### config.mk
export PLATFORM = sky130hd
export DESIGN_NAME = updown_counter_flat
export DESIGN_NICKNAME = d
export VERILOG_FILES = /design/src/rtl/updown_counter_if.sv /design/src/rtl/updown_counter.sv /design/src/flat_wrapper.sv
export SDC_FILE = /design/constraint.sdc
export NUM_CORES = 1
export LEC_CHECK = 0
export ABC_AREA = 0
export CORE_AREA = 4 4 41 43
export DETAILED_ROUTE_END_ITERATION = 16
export DIE_AREA = 0 0 45 47
export GPL_ROUTABILITY_DRIVEN = 0
export HOLD_SLACK_MARGIN = 0.1
export PLACE_DENSITY_LB_ADDON = 0.3
export RECOVER_POWER = 100
export SYNTH_ARGS = -nofsm -noshare
export SYNTH_HDL_FRONTEND = slang
export SYNTH_SLANG_ARGS = --single-unit
### constraint.sdc
create_clock -name i_clk -period 1.85 [get_ports i_clk]
set_input_delay 0.37 -clock i_clk [delete_from_list [all_inputs] [get_ports i_clk]]
set_output_delay 0.37 -clock i_clk [all_outputs]
set_load 0.02 [all_outputs]
### src/rtl/updown_counter_if.sv
// Control and status bundle for updown_counter; master drives controls, slave is the counter.
interface updown_counter_if #(
   parameter int unsigned WIDTH = 4
);
   logic             i_srst;
   logic             i_cnt_en;
   logic             i_dir;
   logic             i_load_en;
   logic [WIDTH-1:0] i_load_data;
   logic [WIDTH-1:0] o_data;
   logic             o_tick;
   logic             o_borrow;
   logic             o_load_err;
   logic             o_at_max;
   logic             o_at_zero;

   modport master (
      output i_srst, i_cnt_en, i_dir, i_load_en, i_load_data,
      input  o_data, o_tick, o_borrow, o_load_err, o_at_max, o_at_zero
   );

   modport slave (
      input  i_srst, i_cnt_en, i_dir, i_load_en, i_load_data,
      output o_data, o_tick, o_borrow, o_load_err, o_at_max, o_at_zero
   );
endinterface

### src/rtl/updown_counter.sv
// Cascadable modulo 0..MAX_VAL counter with wrap/saturate, clamped load and carry/borrow ticks.
// Define UPDN_COUNTER_DOWN_EN to honour i_dir; otherwise the counter is up-only and o_borrow is 0.
module updown_counter #(
   parameter int unsigned WIDTH   = 4,
   parameter int unsigned MAX_VAL = 9,
   parameter int unsigned WRAP    = 1
) (
   input logic           i_clk,
   input logic           i_rst,
   updown_counter_if.slave bus
);
   localparam logic [WIDTH-1:0] MAX_W = WIDTH'(MAX_VAL);

   logic [WIDTH-1:0] data;
   logic             tick;
   logic             borrow;
   logic             load_err;
   logic [WIDTH-1:0] data_nxt;
   logic             tick_nxt;
   logic             borrow_nxt;
   logic             load_err_nxt;
   logic             down;

`ifdef UPDN_COUNTER_DOWN_EN
   assign down = bus.i_dir;
`else
   logic unused_dir;
   assign unused_dir = bus.i_dir;
   assign down       = 1'b0;
`endif

   // Priority: load, functional clear, count step; pulses default low.
   always_comb begin
      data_nxt     = data;
      tick_nxt     = 1'b0;
      borrow_nxt   = 1'b0;
      load_err_nxt = 1'b0;
      if (bus.i_load_en) begin
         if (bus.i_load_data > MAX_W) begin
            data_nxt     = MAX_W;
            load_err_nxt = 1'b1;
         end else begin
            data_nxt = bus.i_load_data;
         end
      end else if (bus.i_srst) begin
         data_nxt = '0;
      end else if (bus.i_cnt_en) begin
         if (!down) begin
            if (data == MAX_W) begin
               tick_nxt = 1'b1;
               if (WRAP != 0) data_nxt = '0;
            end else begin
               data_nxt = data + WIDTH'(1);
            end
         end else begin
            if (data == '0) begin
               borrow_nxt = 1'b1;
               if (WRAP != 0) data_nxt = MAX_W;
            end else begin
               data_nxt = data - WIDTH'(1);
            end
         end
      end
   end

   always_ff @(posedge i_clk) begin
      if (i_rst) begin
         data     <= '0;
         tick     <= 1'b0;
         borrow   <= 1'b0;
         load_err <= 1'b0;
      end else begin
         data     <= data_nxt;
         tick     <= tick_nxt;
         borrow   <= borrow_nxt;
         load_err <= load_err_nxt;
      end
   end

   assign bus.o_data     = data;
   assign bus.o_tick     = tick;
   assign bus.o_borrow   = borrow;
   assign bus.o_load_err = load_err;
   assign bus.o_at_max   = (data == MAX_W);
   assign bus.o_at_zero  = (data == '0);
endmodule

### src/flat_wrapper.sv
// flat-port wrapper written by rule: the top's interface ports become plain ports
module updown_counter_flat 
#(
   parameter int unsigned WIDTH   = 4,
   parameter int unsigned MAX_VAL = 9,
   parameter int unsigned WRAP    = 1
)
  (i_clk, i_rst, bus_i_srst, bus_i_cnt_en, bus_i_dir, bus_i_load_en, bus_i_load_data, bus_o_data, bus_o_tick, bus_o_borrow, bus_o_load_err, bus_o_at_max, bus_o_at_zero);
  updown_counter_if #(.WIDTH(WIDTH)) bus_i ();
  input logic i_clk;
  input logic i_rst;
  input wire logic [$bits(bus_i.i_srst)-1:0] bus_i_srst;
  input wire logic [$bits(bus_i.i_cnt_en)-1:0] bus_i_cnt_en;
  input wire logic [$bits(bus_i.i_dir)-1:0] bus_i_dir;
  input wire logic [$bits(bus_i.i_load_en)-1:0] bus_i_load_en;
  input wire logic [$bits(bus_i.i_load_data)-1:0] bus_i_load_data;
  output wire logic [$bits(bus_i.o_data)-1:0] bus_o_data;
  output wire logic [$bits(bus_i.o_tick)-1:0] bus_o_tick;
  output wire logic [$bits(bus_i.o_borrow)-1:0] bus_o_borrow;
  output wire logic [$bits(bus_i.o_load_err)-1:0] bus_o_load_err;
  output wire logic [$bits(bus_i.o_at_max)-1:0] bus_o_at_max;
  output wire logic [$bits(bus_i.o_at_zero)-1:0] bus_o_at_zero;
  assign bus_i.i_srst = bus_i_srst;
  assign bus_i.i_cnt_en = bus_i_cnt_en;
  assign bus_i.i_dir = bus_i_dir;
  assign bus_i.i_load_en = bus_i_load_en;
  assign bus_i.i_load_data = bus_i_load_data;
  assign bus_o_data = bus_i.o_data;
  assign bus_o_tick = bus_i.o_tick;
  assign bus_o_borrow = bus_i.o_borrow;
  assign bus_o_load_err = bus_i.o_load_err;
  assign bus_o_at_max = bus_i.o_at_max;
  assign bus_o_at_zero = bus_i.o_at_zero;
  updown_counter #(.WIDTH(WIDTH), .MAX_VAL(MAX_VAL), .WRAP(WRAP)) u_core (.i_clk(i_clk), .i_rst(i_rst), .bus(bus_i));
endmodule
# [Word level (Yosys, flattened, before mapping)]
# Index checks and enable logic that the tools add are counted.
[op_classes] n_mux=7 n_addsub=1 n_reduce_logical=4 n_eq_ne=1 magnitude_cmp=1 n_bitwise=2
[op_table] op="4-bit 2-to-1 mux" n=5
[op_table] op="4-bit by 1-bit adder with 4-bit output, second input constant" n=1
[op_table] op="4-bit == test, second input constant" n=1
[op_table] op="4-bit > comparator, second input constant" n=1
[op_table] op="4-bit zero test" n=1
[op_table] op="4-bit OR reduction" n=1
[op_table] op="3-bit nonzero test" n=1
[op_table] op="1-bit 2-to-1 mux" n=2
[op_table] op="1-bit NOT" n=2
[op_table] op="2-bit OR reduction" n=1
[totals] ff_bits=6 inputBits=10 out_inout_bits=9

# [Logic depth before layout (Yosys ltp)]
# Gate-level depths: netlist of run 1.
[depth] ltp_word=5 ltp_mapped=5

# [Least setup slack after synthesis of run 1]
# No wires, ideal clock.
[synth_timing] path_type="register to output" from="reg u_core.data[1] (netlist: u_core.bus.o_data[1])" to="out bus_o_at_zero" path_slack_ns=0.335 path_buffers=0 t_arrival_ns=1.145 path_stages_with_launch=4 required_time_ns=1.480 path_cell_list="dfxtp_1 > inv_1 > ha_1 > nor3b_1"
[synth_between] elab_chain_len=1
[synth_rtl] item="start: declaration" line="updown_counter.sv:14" text="logic [WIDTH-1:0] data;"
[synth_rtl] item="start signal: assignment" line="updown_counter.sv:73" text="data <= data_nxt;"
[synth_rtl] item="4-bit zero test"
[synth_rtl] item="end: declaration" line="flat_wrapper.sv:22" text="output wire logic [$bits(bus_i.o_at_zero)-1:0] bus_o_at_zero;"
# Every way passes these cells.

# [Worst setup path in the final report of run 1]
[layout_timing] from="reg u_core.data[1] (netlist: u_core.bus.o_data[1])" to="out bus_o_at_max"
[layout_between] elab_chain_len=1
[layout_rtl] item="4-bit == test" line="updown_counter.sv:84" text="assign bus.o_at_max = (data == MAX_W);"
[layout_rtl] item="end: declaration" line="flat_wrapper.sv:21" text="output wire logic [$bits(bus_i.o_at_max)-1:0] bus_o_at_max;"
# Every way passes these cells.

==> flow_metrics.env, run 1 <==
export IMPL_netlist_area_leader_share_pct=32.5
export IMPL_cts_setup_buffers=0
export IMPL_report_final_hold_viol_count=0
export IMPL_die_area_um2=2120
export IMPL_synth_seq_cells=6
export IMPL_layout_drive_gt1_share_pct=13.4
export IMPL_holdCritPathClass="register to register"
export IMPL_yosys_top_cells_area="sky130_fd_sc_hd__dfxtp_1, sky130_fd_sc_hd__ha_1, sky130_fd_sc_hd__nand3_1"
export IMPL_leakage_nw=0.261
export IMPL_reg2reg_from="u_core.bus.o_data[1]"
export IMPL_grtUsageMet2_pct=16.7
export IMPL_ctsResizeCount=2
export IMPL_floorplan_io_pins=19
export IMPL_whs_endpoint="u_core.bus.o_data[1]"
export IMPL_initial_core_util_pct=28.4
export IMPL_fin_skew_ns=0.000460
export IMPL_setup_viol=0
export IMPL_clock_tree_from_tritoncts="built"
export IMPL_clock_sink_count=6
export IMPL_placement_cell_area_um2=574
export IMPL_path_class="register to output pin"
export IMPL_final_layout_fill_cell_count=139
export IMPL_register_area_um2=120
export IMPL_synth_cells=44
export IMPL_design_area_um2=591
export IMPL_timing_fmax_ghz=0.573
export IMPL_cts_hold_buffers_added=0
export IMPL_ys_seq_area_share_pct=32.5
export IMPL_finalNetCount=82
export IMPL_critPathLaunch="u_core.bus.o_data[1]"
export IMPL_dr_total_vias=409
export IMPL_grt_use_met1_pct=12.5
export IMPL_core_area_um2=1300
export IMPL_worst_skew_pair_late_latency_ns=0.24
export IMPL_totalWireLength_um=962
export IMPL_timing_max_cap_violations=0
export IMPL_timing_critical_path_required_ns=1.48
export IMPL_grtUsageTotal_pct=10.7
export IMPL_detailedRoute_firstPassIterationCount=4
export IMPL_vias_per_cell=4.99
export IMPL_worst_setup_path_end_kind="output pin"
export IMPL_portBuffers=16
export IMPL_synth_lib_cells_used_distinct=22
export IMPL_crit_fanout=3
export IMPL_dieHeight_um=47
export IMPL_post_synth_instance_area_um2=369
export IMPL_timing_max_transition_violations_final=0
export IMPL_row_count=13
export IMPL_detailed_place_hpwl_um=777
export IMPL_tritoncts_num_buffers=3
export IMPL_area_growth_synth_to_final_pct=60.0
export IMPL_final_min_period_over_clock_period_pct=94.3
export IMPL_via_count_of_the_first_global_routing_pass=382
export IMPL_hold_slack_ns=0.551
export IMPL_outcome="complete, no violations"
export IMPL_synthDominantAreaCellType="sky130_fd_sc_hd__dfxtp_1"
export IMPL_maximum_level_of_the_cts_h_tree=1
export IMPL_worst_hold_path_cell_count=2
export IMPL_power_density_relative_to_cell_area_nw_per_um2=597
export IMPL_critical_path_arrival_ns=1.38
export IMPL_mappedNetlistNets=57
export IMPL_clock_tree_root_cell="sky130_fd_sc_hd__clkbuf_4"
export IMPL_detailedRoute_firstIterationViolations=10
export IMPL_globalRouteMet3Util_pct=1.15
export IMPL_antennaDiodeCount=0
export IMPL_syn_area_per_cell_um2=8.39
export IMPL_r2r_cells=6
export IMPL_yosysWarnings=0
export IMPL_timing_final_crit_period_ns=1.75
export IMPL_detail_route_drc_violations=0
export IMPL_r2r_slack_ns=0.48
export IMPL_r2r_end="u_core.bus.o_data[0]"
export IMPL_critical_path_startpoint_type="register"
export IMPL_global_route_wire_length_before_repair_um=1570
export IMPL_grt_setup_unrepaired="false"
export IMPL_multi_input_comb_area_um2=215
export IMPL_ctsLongestPathBuffers=2
export IMPL_fp_dieW_um=45
export IMPL_vdd_ir_drop_max_mv=0.165
export IMPL_cts_clk_slew_worst_paths_ns=0.04
export IMPL_grt_max_degree=10
export IMPL_grt_antenna_before_repair=0
export IMPL_setup_tns_ns=0
export IMPL_route_antenna_remaining_nets=0
export IMPL_busiest_layer="met2"
export IMPL_final_cell_mix="sky130_fd_sc_hd__dlygate4sd3_1, sky130_fd_sc_hd__clkdlybuf4s50_1, sky130_fd_sc_hd__dfxtp_1, sky130_fd_sc_hd__buf_4"
export IMPL_timing_hold_worst_start="u_core.bus.o_data[1]"
export IMPL_route_detailed_wl_per_inst_um=11.7
export IMPL_grt_overflow_total=0
[final cells by class]
type | instances | area share, %
clock buffer | 3 | 3.81
sequential | 6 | 20.3
multi-input combinational | 32 | 36.4
timing repair buffer | 22 | 33.7
inverter | 4 | 2.54
tap | 15 | 3.18
[worst max-delay path: stages (launching register included)]
cell and delay [ns]:
sky130_fd_sc_hd__dfxtp_1 0.31, sky130_fd_sc_hd__inv_1 0.10, sky130_fd_sc_hd__ha_1 0.18, sky130_fd_sc_hd__nand3b_1 0.12
sky130_fd_sc_hd__inv_1 0.10, sky130_fd_sc_hd__dlygate4sd2_1 0.33
[through the flow]
stage               worst slack, ns  cells  utilization (%)  total power [mW]
floorplan                     0.335     44                -             0.191
global placement             0.0619     79             44.1             0.245
detailed placement           0.0666     79             44.1             0.246
CTS                           0.116     82             45.7             0.363
global route                 0.0454     82             45.4             0.374
finish                        0.105     82             45.4             0.353
[report_power, final]
| part | switching [mW] | internal [mW] | leakage (nW) |
|---|---|---|---|
| Sequential | 0.00573 | 0.136 | 0.0492 |
| Combinational | 0.0472 | 0.0488 | 0.198 |
| Clock | 0.0417 | 0.0730 | 0.0138 |
| Total | 0.0947 | 0.258 | 0.261 |
[cells by family after synthesis]
logic type | after synthesis | share of synthesized area, %
AOI/OAI and AO/OA | 8 | 16.6
adders and majority gates | 3 | 10.2
buffers and inverters | 6 | 9.15
DFF | 6 | 32.5
other | 1 | 1.02
and+or+nand+nor | 20 | 30.5
[synthesized netlist by cell type (all sizes together)]
master	number
or3	2
dfxtp	6
a221oi	2
ha	3
nor2b	2
a31oi	3
nand3b	1
buf	2
nor3	3
nor3b	1
a211oi	1
inv	4
nand2	2
or3b	1
conb	1
nand3	4
o211a	1
a22oi	1
nand4	2
nor2	2
[sequential cells by signal, summed over array words and instances (netlist names)]
register and count:
u_core.bus.o_load_err 1, u_core.bus.o_tick 1, u_core.bus.o_data 4
[how the worst max path moves through the flow]
| stage | endpoint | cells after the start |
|---|---|---|
| final | bus_o_at_max | 5 |
| after CTS | bus_o_at_max | 5 |
| after floorplan | bus_o_at_zero | 3 |
| after global routing | bus_o_at_max | 5 |
| after detailed placement | u_core.bus.o_data[3] | 4 |
| after global placement | u_core.bus.o_data[3] | 4 |
[layer usage]
metal / wire, um / part of all wire (%) / vias to the layer above
li1: - / - / 209
met1: 429 / 45 / 184
met2: 459 / 48 / 14
met3: 49 / 5.1 / 2
met4: 23 / 2.4 / 0
met5: 0 / 0 / -
Power figures use the tool's default switching activity.
==> run 2, diff against run 1 <==
--- a/config.mk
+++ b/config.mk
@@ -11,7 +11,6 @@
 export DIE_AREA = 0 0 45 47
 export GPL_ROUTABILITY_DRIVEN = 0
 export HOLD_SLACK_MARGIN = 0.1
-export PLACE_DENSITY_LB_ADDON = 0.3
 export RECOVER_POWER = 100
 export SYNTH_ARGS = -nofsm -noshare
 export SYNTH_HDL_FRONTEND = slang
==> flow_metrics.env, run 2 (synthesis results as in run 1) <==
export IMPL_outcome="complete, no violations"
export IMPL_grt_max_degree=10
export IMPL_finalNetCount=82
export IMPL_holdCritPathClass="register to register"
export IMPL_via_count_of_the_first_global_routing_pass=398
export IMPL_dieHeight_um=47
export IMPL_final_layout_fill_cell_count=143
export IMPL_core_area_um2=1300
export IMPL_worst_setup_path_end_kind="output pin"
export IMPL_max_stage_delay_ns=0.71
export IMPL_dr_total_vias=416
export IMPL_antennaDiodeCount=0
export IMPL_timing_critical_path_cells="dlygate4sd3_1"
export IMPL_cts_setup_buffers=0
export IMPL_reg2reg_from="u_core.bus.o_data[1]"
export IMPL_portBuffers=16
export IMPL_setup_viol=0
export IMPL_final_min_period_over_clock_period_pct=94.2
export IMPL_leakage_nw=0.257
export IMPL_vdd_ir_drop_max_mv=0.215
export IMPL_largest_reg_flops=4
export IMPL_critical_path_endpoint="bus_o_data[3]"
export IMPL_path_class="register to output pin"
export IMPL_r2r_cells=6
export IMPL_route_detailed_wl_per_inst_um=11.5
export IMPL_clock_tree_root_cell="sky130_fd_sc_hd__clkbuf_4"
export IMPL_route_antenna_remaining_nets=0
export IMPL_timing_final_crit_period_ns=1.74
export IMPL_vias_per_cell=5.07
export IMPL_timing_max_cap_violations=0
export IMPL_critical_path_cell_with_the_highest_stage_delay="sky130_fd_sc_hd__dlygate4sd3_1"
export IMPL_row_count=13
export IMPL_totalWireLength_um=946
export IMPL_clock_tree_from_tritoncts="built"
export IMPL_initial_core_util_pct=28.4
export IMPL_final_cell_mix="sky130_fd_sc_hd__clkdlybuf4s50_1, sky130_fd_sc_hd__dlygate4sd3_1, sky130_fd_sc_hd__dfxtp_1"
export IMPL_fin_skew_ns=0.000299
export IMPL_detailedRoute_firstIterationViolations=17
export IMPL_critical_path_top_delay_family="buffers and inverters"
export IMPL_p_total_mw=0.356
export IMPL_power_density_relative_to_cell_area_nw_per_um2=606
export IMPL_detailedRoute_firstPassIterationCount=4
export IMPL_grt_antenna_before_repair=0
export IMPL_timing_fmax_ghz=0.574
export IMPL_r2r_end="u_core.bus.o_data[0]"
export IMPL_placement_cell_area_um2=574
export IMPL_worst_skew_pair_late_latency_ns=0.24
export IMPL_report_final_hold_viol_count=0
export IMPL_grt_setup_unrepaired="false"
export IMPL_critical_path_arrival_ns=1.37
export IMPL_maximum_level_of_the_cts_h_tree=1
export IMPL_critical_path_cell_count=1
export IMPL_setup_tns_ns=0
export IMPL_crit_fanout=7
export IMPL_grtUsageTotal_pct=10.6
export IMPL_fp_dieW_um=45
export IMPL_detailed_place_hpwl_um=807
export IMPL_multi_input_comb_area_um2=215
export IMPL_critPathLaunch="u_core.bus.o_data[3]"
export IMPL_r2r_slack_ns=0.55
export IMPL_floorplan_io_pins=19
export IMPL_detail_route_drc_violations=0
export IMPL_timing_max_transition_violations_final=0
export IMPL_area_growth_synth_to_final_pct=59.0
export IMPL_mostFrequentLayoutCell="sky130_fd_sc_hd__clkdlybuf4s50_1"
export IMPL_tritoncts_num_buffers=3
export IMPL_clock_sink_count=6
export IMPL_timing_critical_path_required_ns=1.48
export IMPL_register_area_um2=120
export IMPL_hold_slack_ns=0.546
export IMPL_global_route_wire_length_before_repair_um=1620
export IMPL_grt_overflow_total=0
export IMPL_critical_path_startpoint_type="register"
export IMPL_ctsLongestPathBuffers=2
export IMPL_layout_drive_gt1_share_pct=11.9
export IMPL_die_area_um2=2120
export IMPL_design_area_um2=587
export IMPL_cts_clk_slew_worst_paths_ns=0.04
export IMPL_critical_path_n_buffers_inverters=1
-- run 2: cell types whose count changed in the layout (fill, tap and decap cells not counted), sizes merged --
| cell | change |
|---|---|
| buf | -1 |
| clkbuf | +1 |
| clkdlybuf4s50 | +1 |
| dlygate4sd3 | -1 |
-- run 2: cell type report --
type                       instances  share of cell area (%)
timing repair buffer              22                    33.3
clock buffer                       3                    3.84
inverter                           4                    2.56
sequential                         6                    20.5
multi-input combinational         32                    36.7
tap                               15                    3.20
-- run 2: layer usage --
metal / share of wire, % / vias to the layer above / track usage, %
met5: 0 / - / 0
met4: 0.85 / 0 / 5.26
met3: 6.7 / 2 / 2.30
met2: 48 / 13 / 16.1
met1: 44 / 191 / 14.2
li1: - / 210 / -
-- run 2: power breakdown --
part / internal (mW) / leakage, nW / switching, mW / total (mW)
Sequential: 0.136 / 0.0492 / 0.00574 / 0.142
Combinational: 0.0482 / 0.194 / 0.0471 / 0.0953
Clock: 0.0733 / 0.0138 / 0.0454 / 0.119
-- run 2: how the worst min path moves through the flow --
stage                         start                   end  slack [ns]  depth (start not counted)
2_1_floorplan                 i_rst  u_core.bus.o_data[2]        0.44                          1
3_3_place_gp   u_core.bus.o_data[1]  u_core.bus.o_data[1]        0.53                          2
3_5_place_dp   u_core.bus.o_data[1]  u_core.bus.o_data[1]        0.54                          2
4_1_cts        u_core.bus.o_data[1]  u_core.bus.o_data[1]        0.55                          2
5_1_grt        u_core.bus.o_data[1]  u_core.bus.o_data[1]        0.58                          2
6_report       u_core.bus.o_data[1]  u_core.bus.o_data[1]        0.55                          2
-- run 2: timing repair --
item                                   in CTS  in global routing
resized for setup                           2                  0
endpoints found under the hold margin       0                  0
setup endpoints to repair                   2                  0
hold buffers                                0                  0
-- run 2: metrics by stage --
step                util (%)  std cells  setup slack, ns
global route            45.1         82           0.0736
finish                  45.1         82            0.108
floorplan                  -         44            0.335
detailed placement      44.1         79           0.0478
global placement        44.1         79           0.0491
CTS                     45.7         82            0.119
